<file path="src/rtl/clk_period_meter_pkg.sv">
// -----------------------------------------------------------------------------
// clk_period_meter_pkg
//   Shared definitions for the period meter and its clk_div counterpart.
//   tc convention (shared with clk_div): one output toggle every tc+1 clkin
//   cycles, i.e. f_out = 1/((tc+1)*2*20ns) for a 50 MHz clkin.
// -----------------------------------------------------------------------------
package clk_period_meter_pkg;

  typedef enum logic {
    ST_IDLE    = 1'b0,
    ST_MEASURE = 1'b1
  } meas_state_t;

  localparam int unsigned CLKIN_PERIOD_NS = 20;

endpackage

</file>
<file path="src/rtl/clk_period_meter_sync_edge.sv">
// -----------------------------------------------------------------------------
// sync_edge
//   Two-flop synchroniser for an asynchronous input, plus a third flop holding
//   the previous synchronised level so that both edges can be detected.
// Ports
//   clkin    in   system clock
//   rst      in   async reset, active-high (clears all three flops)
//   d        in   asynchronous input
//   q        out  synchronised level
//   edge_det out  high for one cycle after either a rising or a falling edge
// -----------------------------------------------------------------------------
module sync_edge (
  input  logic clkin,
  input  logic rst,
  input  logic d,
  output logic q,
  output logic edge_det
);

  logic r_s1;
  logic r_s2;
  logic r_s3;

  always_ff @(posedge clkin or posedge rst) begin
    if (rst) begin
      r_s1 <= 1'b0;
      r_s2 <= 1'b0;
      r_s3 <= 1'b0;
    end else begin
      r_s1 <= d;
      r_s2 <= r_s1;
      r_s3 <= r_s2;
    end
  end

  assign q        = r_s2;
  assign edge_det = r_s2 ^ r_s3;

endmodule

</file>
<file path="src/rtl/clk_period_meter.sv">
// -----------------------------------------------------------------------------
// clk_period_meter
//   Measures the half-period of an external square wave in clkin cycles and
//   reports it as tc (half-period minus 1), the same constant clk_div consumes.
// Parameters
//   BIT_SZ  counter / tc width
//   TOL     max |tc_new - tc_prev| still counted as a matching measurement
//   LOCK_N  consecutive matches needed for locked (1..3)
// Ports
//   clkin     in   50 MHz system clock
//   rst       in   async reset, active-high
//   sig_in    in   square wave to measure, asynchronous to clkin
//   tc        out  last valid measurement, stable between tc_valid pulses
//   tc_valid  out  one-cycle pulse when tc is updated
//   overflow  out  sticky: half-period exceeded 2^BIT_SZ-1; cleared by tc_valid
//   locked    out  LOCK_N consecutive measurements within TOL
// -----------------------------------------------------------------------------
module clk_period_meter #(
  parameter int unsigned BIT_SZ = 21,
  parameter int unsigned TOL    = 1,
  parameter int unsigned LOCK_N = 2
) (
  input  logic              clkin,
  input  logic              rst,
  input  logic              sig_in,
  output logic [BIT_SZ-1:0] tc,
  output logic              tc_valid,
  output logic              overflow,
  output logic              locked
);
  import clk_period_meter_pkg::*;

  localparam logic [BIT_SZ-1:0] CNT_MAX = '1;
  localparam logic [BIT_SZ-1:0] CNT_ONE = BIT_SZ'(1);
  localparam logic [BIT_SZ-1:0] TOL_V   = BIT_SZ'(TOL);
  localparam logic [1:0]        LOCK_V  = 2'(LOCK_N);

  meas_state_t       r_state;
  meas_state_t       w_state_next;
  logic [BIT_SZ-1:0] r_cnt;
  logic [BIT_SZ-1:0] r_tc;
  logic [BIT_SZ-1:0] r_tc_prev;
  logic              r_tc_valid;
  logic              r_overflow;
  logic              r_locked;
  logic              r_have_prev;
  logic [1:0]        r_match_cnt;

  logic              w_edge;
  logic              w_unused_sig_q;
  logic              w_cnt_max;
  logic              w_capture;
  logic              w_ovf_evt;
  logic [BIT_SZ-1:0] w_diff;
  logic              w_match;
  logic [1:0]        w_match_next;

  sync_edge u_sync (
    .clkin    (clkin),
    .rst      (rst),
    .d        (sig_in),
    .q        (w_unused_sig_q),
    .edge_det (w_edge)
  );

  always_comb begin
    w_state_next = r_state;
    w_capture    = 1'b0;
    w_ovf_evt    = 1'b0;
    w_cnt_max    = (r_cnt == CNT_MAX);
    case (r_state)
      ST_IDLE: begin
        if (w_edge) w_state_next = ST_MEASURE;
      end
      ST_MEASURE: begin
        // A saturated count wins over a coincident edge; that edge still
        // arms the next period, so the FSM stays in MEASURE.
        if (w_cnt_max) begin
          w_ovf_evt    = 1'b1;
          w_state_next = w_edge ? ST_MEASURE : ST_IDLE;
        end else if (w_edge) begin
          w_capture = 1'b1;
        end
      end
    endcase
  end

  // Unsigned distance without wrap: subtract the smaller from the larger.
  always_comb begin
    w_diff       = (r_cnt >= r_tc_prev) ? (r_cnt - r_tc_prev) : (r_tc_prev - r_cnt);
    w_match      = (w_diff <= TOL_V);
    w_match_next = r_match_cnt;
    if (!r_have_prev || !w_match) begin
      w_match_next = '0;
    end else if (r_match_cnt != LOCK_V) begin
      w_match_next = r_match_cnt + 2'd1;
    end
  end

  always_ff @(posedge clkin or posedge rst) begin
    if (rst) begin
      r_state <= ST_IDLE;
    end else begin
      r_state <= w_state_next;
    end
  end

  always_ff @(posedge clkin or posedge rst) begin
    if (rst) begin
      r_cnt       <= '0;
      r_tc        <= '0;
      r_tc_prev   <= '0;
      r_tc_valid  <= 1'b0;
      r_overflow  <= 1'b0;
      r_locked    <= 1'b0;
      r_have_prev <= 1'b0;
      r_match_cnt <= '0;
    end else begin
      r_tc_valid <= w_capture;

      if (w_edge) begin
        r_cnt <= '0;
      end else if (!w_cnt_max) begin
        r_cnt <= r_cnt + CNT_ONE;
      end

      if (w_capture) begin
        r_tc        <= r_cnt;
        r_overflow  <= 1'b0;
        r_tc_prev   <= r_cnt;
        r_have_prev <= 1'b1;
        r_match_cnt <= w_match_next;
        r_locked    <= (w_match_next == LOCK_V);
      end else if (w_ovf_evt) begin
        // First measurement after an overflow only reloads tc_prev.
        r_overflow  <= 1'b1;
        r_locked    <= 1'b0;
        r_have_prev <= 1'b0;
        r_match_cnt <= '0;
      end
    end
  end

  assign tc       = r_tc;
  assign tc_valid = r_tc_valid;
  assign overflow = r_overflow;
  assign locked   = r_locked;

endmodule

</file>
<file path="config.mk">
export PLATFORM = sky130hd
export DESIGN_NAME = clk_period_meter
export DESIGN_NICKNAME = d
export VERILOG_FILES = /design/src/rtl/clk_period_meter_pkg.sv /design/src/rtl/clk_period_meter_sync_edge.sv /design/src/rtl/clk_period_meter.sv
export SDC_FILE = /design/constraint.sdc
export NUM_CORES = 1
export LEC_CHECK = 0
export BUFFER_PORTS_ARGS = -buffer_cell sky130_fd_sc_hd__buf_2
export CORE_ASPECT_RATIO = 0.5
export CORE_MARGIN = 8
export CORE_UTILIZATION = 30
export DETAILED_ROUTE_END_ITERATION = 6
export PLACE_DENSITY_LB_ADDON = 0.3
export SYNTH_ARGS = -nofsm -noshare
export SYNTH_HDL_FRONTEND = slang
export SYNTH_SLANG_ARGS = --single-unit
</file>
<file path="constraint.sdc">
create_clock -name clkin -period 8.7 [get_ports clkin]
set_input_delay 1.74 -clock clkin [delete_from_list [all_inputs] [get_ports clkin]]
set_output_delay 1.74 -clock clkin [all_outputs]
set_load 0.02 [all_outputs]
</file>
* Word-level counts from Yosys, hierarchy flattened *
Cells that the tools add are included.

storage, ports and cells
  logic and storage cells = 46
  bits in registers = 52

cells by class
  eq/ne operators = 4
  multiplexer cells = 19
  $add $sub $neg = 4
  reductions and logical operators = 4
  bitwise gates (word level) = 2
  $lt $le $gt $ge = 2

operators with widths
  operator                                                          count
  2-to-1 mux 21 bit                                                 3
  subtractor 21 bit                                                 2
  adder 21 x 1 -> 21 bit (second input constant)                    1
  equality test 21 bit (second input constant)                      1
  greater-or-equal comparator 21 bit                                1
  less-or-equal comparator 21 x 1 -> 1 bit (second input constant)  1
  2-to-1 mux 1 bit                                                  11
  2-to-1 mux 2 bit                                                  4
  adder 2 x 1 -> 2 bit (second input constant)                      1
  equality test 2 bit (second input constant)                       1
  zero test 1 bit                                                   2
  != test 2 x 1 -> 1 bit (second input constant)                    1
  != test 2 bit (second input constant)                             1
  one-hot mux 1 bit (2 select lines)                                1
  nonzero test 2 bit                                                1
  logical OR 1 bit                                                  1
  NOT 1 bit                                                         1
  XOR 1 bit                                                         1

* Logic depth before layout (Yosys ltp) *
Gate-level depths: netlist of the first run.

  word-level depth = 8
  mapped depth = 14
  gate-level depth less buffers = 14

* Modules after synthesis *
Synthesis of the first run repeated with hierarchy kept, for this count alone.

unflattened totals
  cell total of the unflattened synthesis = 539
  area, all modules = 4,381.7 µm²

by module, submodules not included
  module            sequential area each (µm²)  cells an instance  area each (µm²)  instances
  clk_period_meter  1,226.2                     534                4,294.1          1
  sync_edge         75.1                        5                  87.6             1

* Worst setup path before layout of the first run *
No wires, ideal clock.

  kind = register to register
  from = reg r_tc_prev[0]
  to = reg r_locked (netlist: locked)
  data required time = 8.624 ns
  arrival = 3.022 ns
  stages on the path, launching flop included = 15
  setup time = 0.076 ns
  path slack = 5.602 ns
  cell sequence = dfrtp_1 -> inv_1 -> ha_1 -> inv_1 -> fa_1 -> a211o_1 -> a21oi_1 -> o221ai_1 -> a31oi_1 -> o21ai_0 -> a221oi_1 -> a21oi_1 -> xnor2_1 -> nand3b_1 -> o21ai_1

between the ends
  longest elaborated chain between the ends = 8

ends and longest elaborated chain
  element                                                                  RTL line                 source
  start, declared                                                          clk_period_meter.sv:42   logic [BIT_SZ-1:0] r_tc_prev;
  start signal, assigned                                                   clk_period_meter.sv:130  r_tc_prev <= r_cnt;
  subtractor 21 bit or greater-or-equal comparator 21 bit (tied branches)  clk_period_meter.sv:90   w_diff = (r_cnt >= r_tc_prev) ? (r_cnt - r_tc_prev) : (r_tc_prev - r_cnt);
  2-to-1 mux 21 bit (*)                                                    clk_period_meter.sv:90
  less-or-equal comparator 21 x 1 -> 1 bit (*)                             clk_period_meter.sv:91   w_match = (w_diff <= TOL_V);
  zero test 1 bit (*)                                                      clk_period_meter.sv:93   if (!r_have_prev || !w_match) begin
  logical OR 1 bit (*)                                                     clk_period_meter.sv:93
  2-to-1 mux 2 bit (*)                                                     clk_period_meter.sv:93
  equality test 2 bit (*)                                                  clk_period_meter.sv:133  r_locked <= (w_match_next == LOCK_V);
  2-to-1 mux 1 bit (*)                                                     clk_period_meter.sv:127  if (w_capture) begin
  end signal, assigned                                                     clk_period_meter.sv:133
  end, declared                                                            clk_period_meter.sv:45   logic r_locked;

Every way passes the cells marked *; elsewhere a longest branch is shown, timed or not.
A chain may end at the register's enable or synchronous reset.

* Final worst setup path of the first run *
Ends and elaborated chain as after synthesis.

==> results of run 1 <==
worst max-delay path, stage by stage (launching register included):
cell and delay, ns:
dfrtp_1 0.41, inv_1 0.07, ha_1 0.16, inv_1 0.06, fa_1 0.47, a211o_1 0.35
a21oi_1 0.29, o221ai_1 0.25, a31oi_1 0.52, o21ai_0 0.27, a221oi_1 0.31, a21oi_1 0.12
xnor2_1 0.27, nand3b_1 0.11, o21ai_1 0.12
cell usage in the layout (no fill, tap or decap), types with 5 or more instances in the layout:
cell type  Yosys  layout
o21bai_1       5       5
o21ai_0       40      40
a211o_1        5       5
inv_1         56      55
and4_1         5       5
o211ai_1       6       6
nand4_1       13      13
a21oi_1       44      44
a31oi_1        6       6
and3_1         8       8
nand2_1       53      53
nor2_1        43      43
nor3_1        17      17
clkbuf_16      0       5
buf_2          6      26
xnor2_1       32      32
nand3_1       14      14
dfrtp_1       52      52
a21o_1         9       9
ha_1          43      43
per-layer routing:
layer  track usage  vias up  wire length [um]
li1              -     1955                 -
met1         0.192     1875              6690
met2         0.203       95              5410
met3        0.0245       13               614
met4        0.0295        0               115
met5             0        -                 0
per-stage QoR:
| step | worst slack (ns) | instances | hold WS, ns |
|---|---|---|---|
| after floorplan | 5.60 | 548 | 0.331 |
| after global placement | 4.94 | 754 | 0.341 |
| after detailed placement | 4.93 | 754 | 0.343 |
| after CTS | 4.90 | 762 | 0.361 |
| after global routing | 4.59 | 762 | 0.373 |
| final | 4.84 | 762 | 0.358 |
cell type report:
class / instances / area, sq um / share of cell area
Inverter: 56 / 210 / 0.0429
Timing Repair Buffer: 29 / 153 / 0.0311
Multi-Input combinational cell: 419 / 2840 / 0.579
Sequential cell: 52 / 1300 / 0.266
Tap cell: 198 / 248 / 0.0505
Clock inverter: 3 / 27.5 / 0.00562
Clock buffer: 5 / 125 / 0.0255
how the worst min path moves through the flow:
stage,cells after the start,slack [ns],to
5_1_grt,0,0.37,u_sync.q
2_1_floorplan,0,0.33,u_sync.q
3_5_place_dp,0,0.34,u_sync.q
4_1_cts,0,0.36,u_sync.q
6_report,0,0.36,u_sync.q
3_3_place_gp,0,0.34,u_sync.q
power by group through the flow:
stage | Clock [W] | Sequential, W | Combinational (W)
6_report | 0.000216 | 0.000255 | 0.000431
5_1_grt | 0.000230 | 0.000256 | 0.000469
4_1_cts | 0.000221 | 0.000255 | 0.000422
3_5_place_dp | 0 | 0.000260 | 0.000420
3_3_place_gp | 0 | 0.000260 | 0.000425
2_1_floorplan | 0 | 0.000262 | 0.000316
kinds of logic after synthesis:
family          after synthesis
simple gates                181
compound gates              153
mux                           3
buf+inv                      77
fa+ha+maj                    45
flops                        52
xor+xnor                     37
sequential cells by signal, summed over array words and instances (netlist names):
signal	cells
locked	1
overflow	1
r_cnt	21
r_have_prev	1
r_match_cnt	2
r_state	1
r_tc_prev	21
tc_valid	1
u_sync.q	1
u_sync.r_s1	1
u_sync.r_s3	1
==> flow_summary.json, run 1 <==
{
  "status": "finished clean",
  "p_comb_frac": 0.478,
  "dieArea_sq_um": 19200,
  "tightest_slew_ns": 0.927,
  "synth_compound_gate_area_share": 0.223,
  "cp.arrival_ns": 4.10,
  "critPathLaunch": "r_tc_prev[0]",
  "synth_ff_type": "dfrtp_1",
  "antenna_left": 0,
  "cts_resized": 0,
  "synthDistinctLibCells": 65,
  "insertion_delay_ns": 0.31,
  "synthTopCellsByCount": "inv_1, nand2_1, dfrtp_1",
  "cts_tree": "yes",
  "cts_sinks": 52,
  "layout-drive-gt1-share": 0.0993,
  "wire_per_inst_um": 16.8,
  "row_count": 31,
  "synthSimpleGateAreaFrac": 0.203,
  "via_per_inst": 5.17,
  "internal-power_w": 0.000534,
  "netlist_area_sq_um": 4440,
  "wl_mm": 12.8,
  "drcViolationCount": 0,
  "coreArea_sq_um": 14500,
  "leakage_nw": 2.25,
  "die_h_um": 102,
  "synth_top_area_share": 0.293,
  "pwr-share-seq": 0.282,
  "crit_end": "locked",
  "globalplace.congestion": 0.926,
  "crit_required_ns": 8.94,
  "hold_buffers": 0,
  "grt_pass1_wl_mm": 20.6,
  "finalSetupViolCount": 0,
  "vias": 3938,
  "fin_util": 0.339,
  "relSlewSlack": 0.376,
  "fillCellCount": 1543,
  "antenna_cells": 0,
  "hpwl_mm": 10.1,
  "ys_ff_latch": 52,
  "reg2reg_from": "r_tc_prev[0]",
  "yosysSeqAreaShare": 0.293,
  "grt_max_degree": 53,
  "critPathKind": "reg -> reg",
  "dr.pass1.iters": 5,
  "critPathMaxFanout": 4,
  "synth-xor-area-share": 0.0748,
  "skew_ns": 0.00951,
  "avgSynthCellArea_sq_um": 8.09,
  "cp-end-kind": "flop",
  "dpl_cell_area_sq_um": 4750,
  "cts.path.max_buffers": 2,
  "cts_buffers": 5,
  "die_w_um": 188,
  "synthCells": 548,
  "rsz0062_at_grt": "false",
  "nets": 611,
  "port_buffers": 26,
  "switching_power_w": 0.000368,
  "synth_fa_ha_area_frac": 0.130,
  "tns_ns": 0,
  "synth_top_cell_by_area": "dfrtp_1",
  "total_power_w": 0.000903,
  "fin_crit_sh": 0.444,
  "fin_crit_ns": 3.86,
  "grt-ovfl-total": 0,
  "fmax_mhz": 259,
  "synth_fp_nets": 596,
  "synth_top_family_by_area": "compound AO/OA/AOI/OAI gates",
  "clock-root-buffer": "clkbuf_16",
  "pwr_density_cell_nw_per_um2": 184,
  "htreeDepth": 2,
  "track_usage": 0.133,
  "worst_setup_path_start_kind": "flop",
  "hold_path_class": "reg -> reg",
  "synthMuxAreaShare": 0.00677,
  "switching_share": 0.408,
  "r2r_slack_ns": 4.84,
  "hold_violations": 0,
  "slew_viol_final": 0,
  "r2r-end": "locked",
  "ios": 27,
  "synth_edf_count": 0,
  "reg2regPathDepth": 14,
  "synth_warnings": 0,
  "dr.first_iter.drc_count": 379,
  "hp-start": "u_sync.r_s1",
  "p_clk_frac": 0.240,
  "finalInstanceArea_sq_um": 4900,
  "grt_pass1_vias": 3744,
  "synthArstFlopShare": 1.00,
  "synth.area.top_cells": "dfrtp_1, ha_1, xnor2_1, a21oi_1, inv_1",
  "area_growth_pct": 10.5,
  "max_cap_viol_count": 0,
  "clkSlewWorstSetupHoldPaths_ns": 0.08,
  "initial_core_util": 0.307,
  "yosysMostFrequentCell": "inv_1",
  "antenna_found_initial": 0,
  "cts_setup_buffers": 0,
  "peakVddDrop_mv": 0.0932
}
Note: power is estimated with default switching activity, not from simulation.
==> inputs of run 2 (changes only) <==
- clock period: 8.7 -> 4 ns (I/O delays scaled with it)
==> run 2 against run 1 <==
  * First-iteration DRC count is 36% lower
  * Critical endpoint is now r_match_cnt[0]
  * Clock power is 110% higher
  * Count of clock-buffer cells in the layout stayed put
  * Cell area is 0.46% higher
  * Largest power group unchanged
  * Flip-flop and latch count stayed put
  * Utilization is 0.16 points higher
  * Combinational power is 120% higher
  * Total power is 120% higher
==> flow_summary.json, run 2 (synthesis results as in run 1) <==
{
  "tns_ns": 0,
  "clkSlewWorstSetupHoldPaths_ns": 0.07,
  "track_usage": 0.133,
  "timing.hold.ws_ns": 0.361,
  "grt_pass1_wl_mm": 20.7,
  "critPathTopFamily": "compound AO/OA/AOI/OAI gates",
  "layout-drive-gt1-share": 0.104,
  "coreArea_sq_um": 14500,
  "slew_viol_final": 0,
  "relSlewSlack": 0.360,
  "dr.first_iter.drc_count": 243,
  "dp_slack_ns": 0.518,
  "dieArea_sq_um": 19200,
  "insertion_delay_ns": 0.30,
  "hpwl_mm": 9.97,
  "fin_crit_sh": 0.901,
  "reg2reg_from": "r_cnt[0]",
  "fin_crit_ns": 3.60,
  "r2r_slack_ns": 0.40,
  "cts_resized": 0,
  "hold_buffers": 0,
  "tightest_slew_ns": 0.951,
  "cp.arrival_ns": 3.83,
  "critPathSlowestCell": "a221oi_1",
  "met3_length_um": 637,
  "layout_commonest_cell": "inv_1",
  "nets": 614,
  "total_power_w": 0.00195,
  "multi_input_area_sq_um": 2840,
  "wire_per_inst_um": 16.4,
  "globalplace.congestion": 0.938,
  "routed.top_layer": "met4",
  "min_to": "u_sync.q",
  "critPathMaxFanout": 4,
  "rsz0062_at_grt": "false",
  "cts_tree": "yes",
  "crit_buf_inv": 2,
  "finalSetupViolCount": 0,
  "holdPathStages": 0,
  "status": "finished clean",
  "max_cap_viol_count": 0,
  "final_cell_mix": "inv_1, nand2_1, dfrtp_1",
  "antenna_found_initial": 0,
  "largest_registers": "r_cnt (21), r_tc_prev (21), r_match_cnt (2)",
  "hold_path_class": "reg -> reg",
  "cp_slowest_stage_delay_ns": 0.49,
  "pwr_density_cell_nw_per_um2": 397,
  "dr.pass1.iters": 5,
  "vias": 3934,
  "reg2regPathDepth": 14,
  "via_per_inst": 5.14,
  "clock-root-buffer": "clkbuf_16",
  "wl_mm": 12.5,
  "cts_setup_buffers": 0,
  "fmax_mhz": 278,
  "cp-end-kind": "flop",
  "crit_required_ns": 4.23,
  "grt_max_degree": 53,
  "htreeDepth": 2,
  "worst_setup_path_start_kind": "flop",
  "cts_buffers": 5,
  "drcViolationCount": 0,
  "fillCellCount": 1518,
  "die_w_um": 188,
  "dr_wl_met2_mm": 5.27,
  "grt-ovfl-total": 0,
  "die_h_um": 102,
  "port_buffers": 26,
  "final-seq-area_sq_um": 1300,
  "area_growth_pct": 11.0,
  "antenna_left": 0,
  "hold_violations": 0,
  "row_count": 31,
  "fin_ws_ns": 0.397,
  "cts.path.max_buffers": 2,
  "peakVddDrop_mv": 0.185,
  "wl_met1_mm": 6.35,
  "ios": 27,
  "grt_pass1_vias": 3783,
  "antenna_cells": 0,
  "r2r-end": "r_match_cnt[0]",
  "skew_ns": 0.00465,
  "critPathLaunch": "r_cnt[0]",
  "cts_sinks": 52,
  "path_cells": "inv_1 -> ha_1 -> inv_1 -> fa_1 -> a21o_1 -> a221oi_1 -> o21ai_0 -> a21oi_1 -> o21ai_0 -> mux2i_1 -> xnor2_1 -> nor3_2 -> nand4_2 -> o21ai_1",
  "initial_core_util": 0.307,
  "leakage_nw": 2.26,
  "critPathKind": "reg -> reg",
  "hp-start": "u_sync.r_s1",
  "fin_util": 0.340
}
## run 2: routing by layer
layer  up-vias  GRT usage
met3        21     0.0300
met2       107      0.201
li1       1963          -
met5         -          0
met1      1843      0.185
met4         0     0.0451
## run 2: per-stage QoR
step / std cells / area (sq um)
4_1_cts: 765 / 4920
2_1_floorplan: 548 / 4440
6_report: 765 / 4920
3_5_place_dp: 757 / 4770
5_1_grt: 765 / 4920
3_3_place_gp: 757 / 4770
## run 2: where the power goes
group          internal (W)  leakage [nW]  switching, W  total, W
Clock              0.000238        0.0719      0.000219  0.000457
Combinational      0.000397          1.49      0.000544  0.000941
Sequential         0.000538         0.702     0.0000172  0.000556
Total               0.00117          2.26      0.000781   0.00195
## run 2: worst reg2reg max path, stage by stage, from the launching register on
cell,delay (ns)
dfrtp_1,0.42
inv_1,0.13
ha_1,0.17
inv_1,0.05
fa_1,0.42
a21o_1,0.22
a221oi_1,0.49
o21ai_0,0.29
a21oi_1,0.32
o21ai_0,0.11
mux2i_1,0.24
xnor2_1,0.11
nor3_2,0.24
nand4_2,0.16
o21ai_1,0.15
## run 2: worst max path at each step
stage | endpoint | slack (ns) | depth (start not counted)
after floorplan | locked | 0.90 | 14
after global placement | locked | 0.52 | 14
after detailed placement | locked | 0.52 | 14
after CTS | locked | 0.49 | 14
after global routing | r_match_cnt[0] | 0.19 | 14
final | r_match_cnt[0] | 0.40 | 14
## run 2: cell type report
class	instances	share of cell area
clock buffer	5	0.0254
tap	198	0.0503
inverter	56	0.0427
multi-input combinational	419	0.576
sequential	52	0.264
clock inverter	3	0.00559
timing repair buffer	32	0.0356
